[src/rtl/serial_adder_pkg.sv]
// rtl/serial_adder_pkg.sv - shared state encoding for the bit-serial adder
package serial_adder_pkg;

   typedef enum logic [1:0] {
      ST_IDLE  = 2'd0,
      ST_SHIFT = 2'd1,
      ST_DONE  = 2'd2
   } state_t;

endpackage

[src/rtl/serial_adder_fa_cell.sv]
// rtl/serial_adder_fa_cell.sv - 1-bit combinational full adder cell
module fa_cell (
   output logic s,
   output logic c,
   input  logic a,
   input  logic b,
   input  logic cin
);

   // Sum is the parity of the three inputs, carry is their majority.
   always_comb begin
      s = a ^ b ^ cin;
      c = (a & b) | (a & cin) | (b & cin);
   end

endmodule

[src/rtl/serial_adder.sv]
// rtl/serial_adder.sv - bit-serial N-bit adder with start/busy/done handshake
module serial_adder
   import serial_adder_pkg::*;
#(
   parameter int N = 8
) (
   input  logic         clk,
   input  logic         rst,
   input  logic         start,
   input  logic [N-1:0] a,
   input  logic [N-1:0] b,
   input  logic         cin,
   output logic         busy,
   output logic         done,
   output logic [N-1:0] sum,
   output logic         cout
);

   localparam int CNT_W = $clog2(N);

   state_t           state;
   state_t           state_nxt;
   logic [N-1:0]     ra;
   logic [N-1:0]     rb;
   // Partial sum holds only the N-1 bits already computed; the current
   // cell output completes it into a full N-bit word in rs_nxt.
   logic [N-2:0]     rs;
   logic [N-1:0]     rs_nxt;
   logic             cy;
   logic [CNT_W-1:0] cnt;
   logic             fa_s;
   logic             fa_c;
   logic             last_bit;

   fa_cell u_fa_cell (
      .s   (fa_s),
      .c   (fa_c),
      .a   (ra[0]),
      .b   (rb[0]),
      .cin (cy)
   );

   assign rs_nxt   = {fa_s, rs};
   assign last_bit = (cnt == CNT_W'(N - 1));

   // State register.
   always_ff @(posedge clk) begin
      if (rst) begin
         state <= ST_IDLE;
      end else begin
         state <= state_nxt;
      end
   end

   // Next-state logic: accept only in IDLE, finish after the MSB, DONE lasts one cycle.
   always_comb begin
      state_nxt = state;
      case (state)
         ST_IDLE:  if (start) state_nxt = ST_SHIFT;
         ST_SHIFT: if (last_bit) state_nxt = ST_DONE;
         ST_DONE:  state_nxt = ST_IDLE;
         default:  state_nxt = ST_IDLE;
      endcase
   end

   // Operand capture, bit-serial datapath and registered status outputs.
   always_ff @(posedge clk) begin
      if (rst) begin
         ra   <= '0;
         rb   <= '0;
         rs   <= '0;
         cy   <= 1'b0;
         cnt  <= '0;
         sum  <= '0;
         cout <= 1'b0;
         busy <= 1'b0;
         done <= 1'b0;
      end else begin
         busy <= (state_nxt == ST_SHIFT);
         done <= (state_nxt == ST_DONE);
         if (state == ST_IDLE && start) begin
            ra  <= a;
            rb  <= b;
            cy  <= cin;
            cnt <= '0;
         end else if (state == ST_SHIFT) begin
            ra <= {1'b0, ra[N-1:1]};
            rb <= {1'b0, rb[N-1:1]};
            rs <= rs_nxt[N-1:1];
            cy <= fa_c;
            if (last_bit) begin
               sum  <= rs_nxt;
               cout <= fa_c;
            end else begin
               cnt <= cnt + CNT_W'(1);
            end
         end
      end
   end

endmodule
[config.mk]
export PLATFORM = sky130hd
export DESIGN_NAME = serial_adder
export DESIGN_NICKNAME = d
export VERILOG_FILES = /design/src/rtl/serial_adder_pkg.sv /design/src/rtl/serial_adder_fa_cell.sv /design/src/rtl/serial_adder.sv
export SDC_FILE = /design/constraint.sdc
export NUM_CORES = 1
export LEC_CHECK = 0
export BUFFER_PORTS_ARGS = -buffer_cell sky130_fd_sc_hd__buf_2
export CORE_UTILIZATION = 50
export CTS_CLUSTER_DIAMETER = 30
export DETAILED_ROUTE_END_ITERATION = 6
export PLACE_DENSITY = 0.72
export SYNTH_ARGS = -nofsm -noshare
export SYNTH_HDL_FRONTEND = slang
export SYNTH_SLANG_ARGS = --single-unit
export TNS_END_PERCENT = 30
[constraint.sdc]
create_clock -name clk -period 3.2 [get_ports clk]
set_clock_uncertainty 0.2 [all_clocks]
set_input_delay 0.16 -clock clk [delete_from_list [all_inputs] [get_ports clk]]
set_output_delay 0.16 -clock clk [all_outputs]
set_load 0.03 [all_outputs]
After elaboration in Yosys (flattened, before gate mapping)
Index checks and enable logic that the tools add are counted.
Cells by class
  add/subtract/negate cells: 1
  equal/unequal tests: 4
  multiplexer cells: 9
  bitwise logic cells: 9
  reductions and logical operators: 7
Operator list (number)
  two-way mux 8 bit: 4
  == test 2 x 1 -> 1 bit, second input constant: 2
  two-way mux 2 bit: 2
  one-hot mux 2 bit (2 select lines): 1
  AND reduction 2 bit: 2
  adder 3 x 1 -> 3 bit, second input constant: 1
  bitwise AND 1 bit: 3
  == test 3 bit, second input constant: 1
  AND reduction 3 bit: 1
  == test 2 bit, second input constant: 1
  zero test 2 bit: 1
  two-way mux 1 bit: 2
  inverter 1 bit: 2
  OR 1 bit: 2
  nonzero test 2 bit: 1
  OR reduction 2 bit: 1
  bitwise XOR 1 bit: 2
  logical AND 1 bit: 1
Storage, ports and cells
  flip-flop bits (word level): 40
  input bits: 20
  word-level logic and storage cells: 40

Longest topological paths before layout
  depth in word-level cells: 5
  gate-level depth with buffers: 6
  gate-level depth less buffers: 5

Hierarchy
From an unflattened synthesis, not the netlist that was laid out.
Second synthesis, totals
  cell total of the unflattened synthesis: 194
  area total of the unflattened synthesis: 1831.8 um^2
Modules (own cells, without submodules)
  serial_adder: instances 1, cells each 193, area an instance 1811.7 um^2
  fa_cell: instances 1, cells each 1, area an instance 20.0 um^2

Least setup slack after synthesis
OpenSTA, ideal clock, no wires.
  path type: register -> register
  start: register cnt[0]
  end: register sum[5]
  library setup time: 70 ps
  data arrival time: 1202 ps
  path slack: 1728 ps
  stages on the path, launching flop included: 7
  path buffers: 1
  clock period less this slack: 1472 ps
  cells stage by stage: dfxtp_1 ha_1 ha_1 nand3b_1 buf_2 nand2_1 a21oi_1
Between the ends
  cells in the longest elaborated chain, start to end: 2
RTL lines
  from (decl): RTL line serial_adder.sv:30  | logic [CNT_W-1:0] cnt;
  from (signal assigned): RTL line serial_adder.sv:95  | cnt <= cnt + CNT_W'(1);
  == test 3 bit: RTL line serial_adder.sv:44  | assign last_bit = (cnt == CNT_W'(N - 1));
  AND reduction 3 bit (no source line)
  to (signal assigned): RTL line serial_adder.sv:92  | sum <= rs_nxt;
  to (decl): RTL line serial_adder.sv:15  | output logic [N-1:0] sum,
Every way passes these cells.
A chain may end at the register's enable or synchronous reset.

Worst setup path after layout
  start: register state[0]
  end: register sum[5]
Between the ends
  cells in the longest elaborated chain, start to end: 4
RTL lines
  from (decl): RTL line serial_adder.sv:21  | state_t state;
  from (signal assigned): RTL line serial_adder.sv:51  | state <= state_nxt;
  zero test 2 bit: RTL line serial_adder.sv:81  | if (state == ST_IDLE && start) begin
  logical AND 1 bit: RTL line serial_adder.sv:81
  inverter 1 bit (no source line)
  AND reduction 3 bit (no source line) (*)
Every way passes the cells marked *; elsewhere a longest branch is shown, timed or not.

==> impl_metrics.yaml <==
floorplan:
  initial_utilization_pct: 51.9
  fp.dieArea_um2: 3710
  die_w_um: 60.9
  core_um2: 3340
  fp.dieH_um: 60.9
  num_rows: 21
  io_pins: 31
timing:
  finalSetupViolations: 0
  max-slew-margin-rel_pct: 33.1
  number_of_hold_slack_violations_in_the_final_timing_report: 1
  timing.setup.tns_ns: 0
  rsz0062_at_grt: "false"
  final_min_period_over_clock_period_pct: 67.0
  min_period_ns: 2.14
  hold_slack_ns: -0.00322
  postLayoutSetupSlackWorst_ns: 1.06
  final-max-slew-violation-count: 0
  timing.fmax_ghz: 0.467
  worstMarginPinSlew_ns: 1.00
clocking:
  cts_setup_buffers: 0
  cts_max_level: 2
  clk_transition_reported_paths_ns: 0.12
  cts.root.buffer_cell: "clkbuf_4"
  max-clock-path-buffers: 2
  cts-buffers-inserted: 5
  worst_skew_pair.late_latency_ns: 0.36
  tritoncts_num_sinks: 40
  holdBufCountCts: 11
  cts.repair.resized: 0
  cts_tree: "done"
pwr:
  p_comb_share_pct: 12.9
  sw_frac_of_total_pct: 26.2
  p_per_area_nw_per_um2: 504
  power.sequential.fraction_pct: 53.5
  p_leak_nw: 0.766
  ir_worst_vdd_mv: 0.307
  netSwitchingPower_mw: 0.267
  power.internal_mw: 0.751
  clock_power_share_pct: 33.6
global_route:
  antenna_found_initial: 0
  grt_start_max_net_pins: 39
  globalRouteTotalUtil_pct: 21.3
  global_route.overflow_total: 0
  first_global_vias: 1402
  first_pass_grt_wire_length_um: 5780
yosys:
  yosysWarnings: 0
  synth_top_family_by_area: "compound AO/OA/AOI/OAI gates"
  synth_compound_gate_area_share_pct: 23.8
  synthesis.nets: 208
  synth_area_um2: 1730
  xor_xnor_share_of_the_synthesized_area_pct: 0.505
  synth.ff_latch_count: 40
  yosys.area_share.simple_pct: 19.6
  postSynthAreaPerCell_um2: 9.37
  fraction_of_the_yosys_area_taken_by_sequential_cells_pct: 46.2
  post_synth_num_cell_types: 32
  multiplexer_fraction_of_the_synthesized_cell_area_pct: 0
  netlist_instances: 185
  yosys.area_share.adder_pct: 2.60
setup_path:
  r2r-start: "state[0]$_SDFF_PP0_"
  critPathRequiredTime_ns: 3.28
  path_max_fanout: 16
  worstPathCellList: "nor2b_1, nand3_1, a21oi_1"
  critPathLaunch: "state[0]$_SDFF_PP0_"
  worst_path_largest_cell_delay_ns: 0.87
  worst-endpoint-arrival_ns: 2.22
  cell_with_the_largest_stage_delay_on_the_worst_path: "nor2b_1"
  critPathLaunchType: "register"
  end_kind: "register"
  critical_path_class: "reg2reg"
placed_design:
  routabilityCongestion: 0.701
  post_dp_cell_area_um2: 1820
  dpl.cell_count: 245
  portBuffers: 30
  detailedPlace.worstSlack_ns: 1.11
  dp_hpwl_um: 2200
layout:
  post_route_cells_drive_above_1_share_pct: 28.9
  fin_nets: 240
  finalNonFillerCells: 264
  layout-area-overhead-vs-synth_pct: 16.5
  finalInstanceArea_um2: 2020
  fill_cells: 316
  antennaDiodeCount: 0
status:
  failing_checks: "negative hold slack"
  result_of_the_run: "finished with violations"
job:
  timing.max_cap.violations: 0
route:
  vias: 1413
  first_iter_violations: 64
  post-route-drc-count: 0
  wire_per_inst_um: 13.2
  antenna_violating_nets_post_route: 0
  avg_vias_per_cell: 5.35
  drt-pass1-iter-count: 4
  route.final.wire_length_um: 3480
hold_path:
  min_path_type: "in2reg"
  hold_path_startpoint: "b[5]"
==> path summary, 6_finish.rpt <==
check	cells after the start	slack, ns	endpoint
setup reg to reg	3	1.06	sum[5]$_SDFFE_PP0P_
hold reg to reg	2	0.26	sum[3]$_SDFFE_PP0P_
hold / removal	3	-0.003	rb[5]$_SDFFE_PP0P_
setup / recovery	3	1.06	sum[5]$_SDFFE_PP0P_
==> metal layers <==
layer	vias up	part of all wire (%)	track usage (%)
li1	709	-	-
met1	673	45	24.6
met2	26	51	38.1
met3	5	3.0	3.84
met4	0	1.3	9.74
met5	-	0	0
==> final cells by class <==
cell class | instances | area, um^2 | share of cell area, %
clock inverter | 3 | 46.3 | 2.29
timing repair buffer | 41 | 260 | 12.9
inverter | 2 | 10.0 | 0.496
clock buffer | 5 | 37.5 | 1.86
sequential | 40 | 801 | 39.7
tap | 46 | 57.6 | 2.85
multi-input combinational | 127 | 806 | 39.9
==> placed cells by master, fill, tap and decap left out, types with 2 or more instances in the layout <==
cell type | netlist | layout
dfxtp_1 | 40 | 40
buf_2 | 8 | 30
nand2_1 | 25 | 25
a21oi_1 | 18 | 18
nor2_1 | 14 | 14
nor2_2 | 11 | 11
dlygate4sd3_1 | 0 | 11
o22ai_1 | 10 | 10
a211oi_2 | 10 | 10
nand3_1 | 9 | 9
o2bb2ai_1 | 5 | 5
a211oi_1 | 5 | 5
clkbuf_4 | 0 | 5
nand2b_1 | 2 | 2
nor3b_1 | 2 | 2
a22oi_1 | 2 | 2
o21ai_0 | 2 | 2
ha_1 | 2 | 2
==> sequential cells by signal, indices dropped and copies added (netlist names) <==
signal	cells
ra	8
rb	8
sum	8
rs	7
cnt	3
state	2
busy	1
cout	1
cy	1
done	1
==> power by group through the flow <==
stage / combinational (mW) / sequential, mW / clock, mW
detailed placement: 0.120 / 0.555 / 0
floorplan: 0.106 / 0.550 / 0
global placement: 0.115 / 0.553 / 0
finish: 0.131 / 0.544 / 0.342
global route: 0.146 / 0.548 / 0.368
CTS: 0.131 / 0.544 / 0.349
==> Yosys cell counts <==
master	number	share of area, %
a211oi_1	5	2.2
a211oi_2	10	7.2
a21oi_1	18	5.2
a22oi_1	2	0.87
buf_12	1	1.2
buf_2	8	2.3
buf_4	2	0.87
buf_6	3	1.9
clkbuf_1	2	0.43
dfxtp_1	40	46
fa_1	1	1.2
ha_1	2	1.4
inv_1	1	0.22
inv_4	1	0.36
nand2_1	25	5.4
nand2b_1	2	0.72
nand3_1	9	2.6
nand3b_1	1	0.43
nor2_1	14	3.0
nor2_2	11	4.0
nor2b_1	1	0.36
nor3b_1	2	0.87
nor3b_2	1	0.72
nor3b_4	1	1.1
o21ai_0	2	0.58
o21ai_1	1	0.29
o21ba_4	1	0.94
o21bai_1	1	0.43
o22ai_1	10	3.6
o2bb2ai_1	5	2.5
or2_1	1	0.36
xnor2_1	1	0.51
==> kinds of logic after synthesis <==
kind of cell	count (synthesis)
AO/OA/AOI/OAI	55
AND/OR/NAND/NOR	68
adder cells (fa/ha/maj)	3
XOR/XNOR	1
buffers and inverters	18
flip-flops	40
==> through the flow <==
stage               util [%]  hold WS [ns]  power, mW
floorplan                  -         0.108      0.656
global placement        54.7         0.200      0.668
finish                  60.5      -0.00322       1.02
detailed placement      54.7         0.223      0.674
global route            60.5        0.0448       1.06
CTS                     60.5       0.00265       1.02
==> critical path, delay by kind of cell (launching register included) <==
family / cells / cell delay (ns)
AND/OR/NAND/NOR: 2 / 1.02
flip-flops: 1 / 0.70
AO/OA/AOI/OAI: 1 / 0.16
No activity file was read; power rests on OpenSTA's default activity.
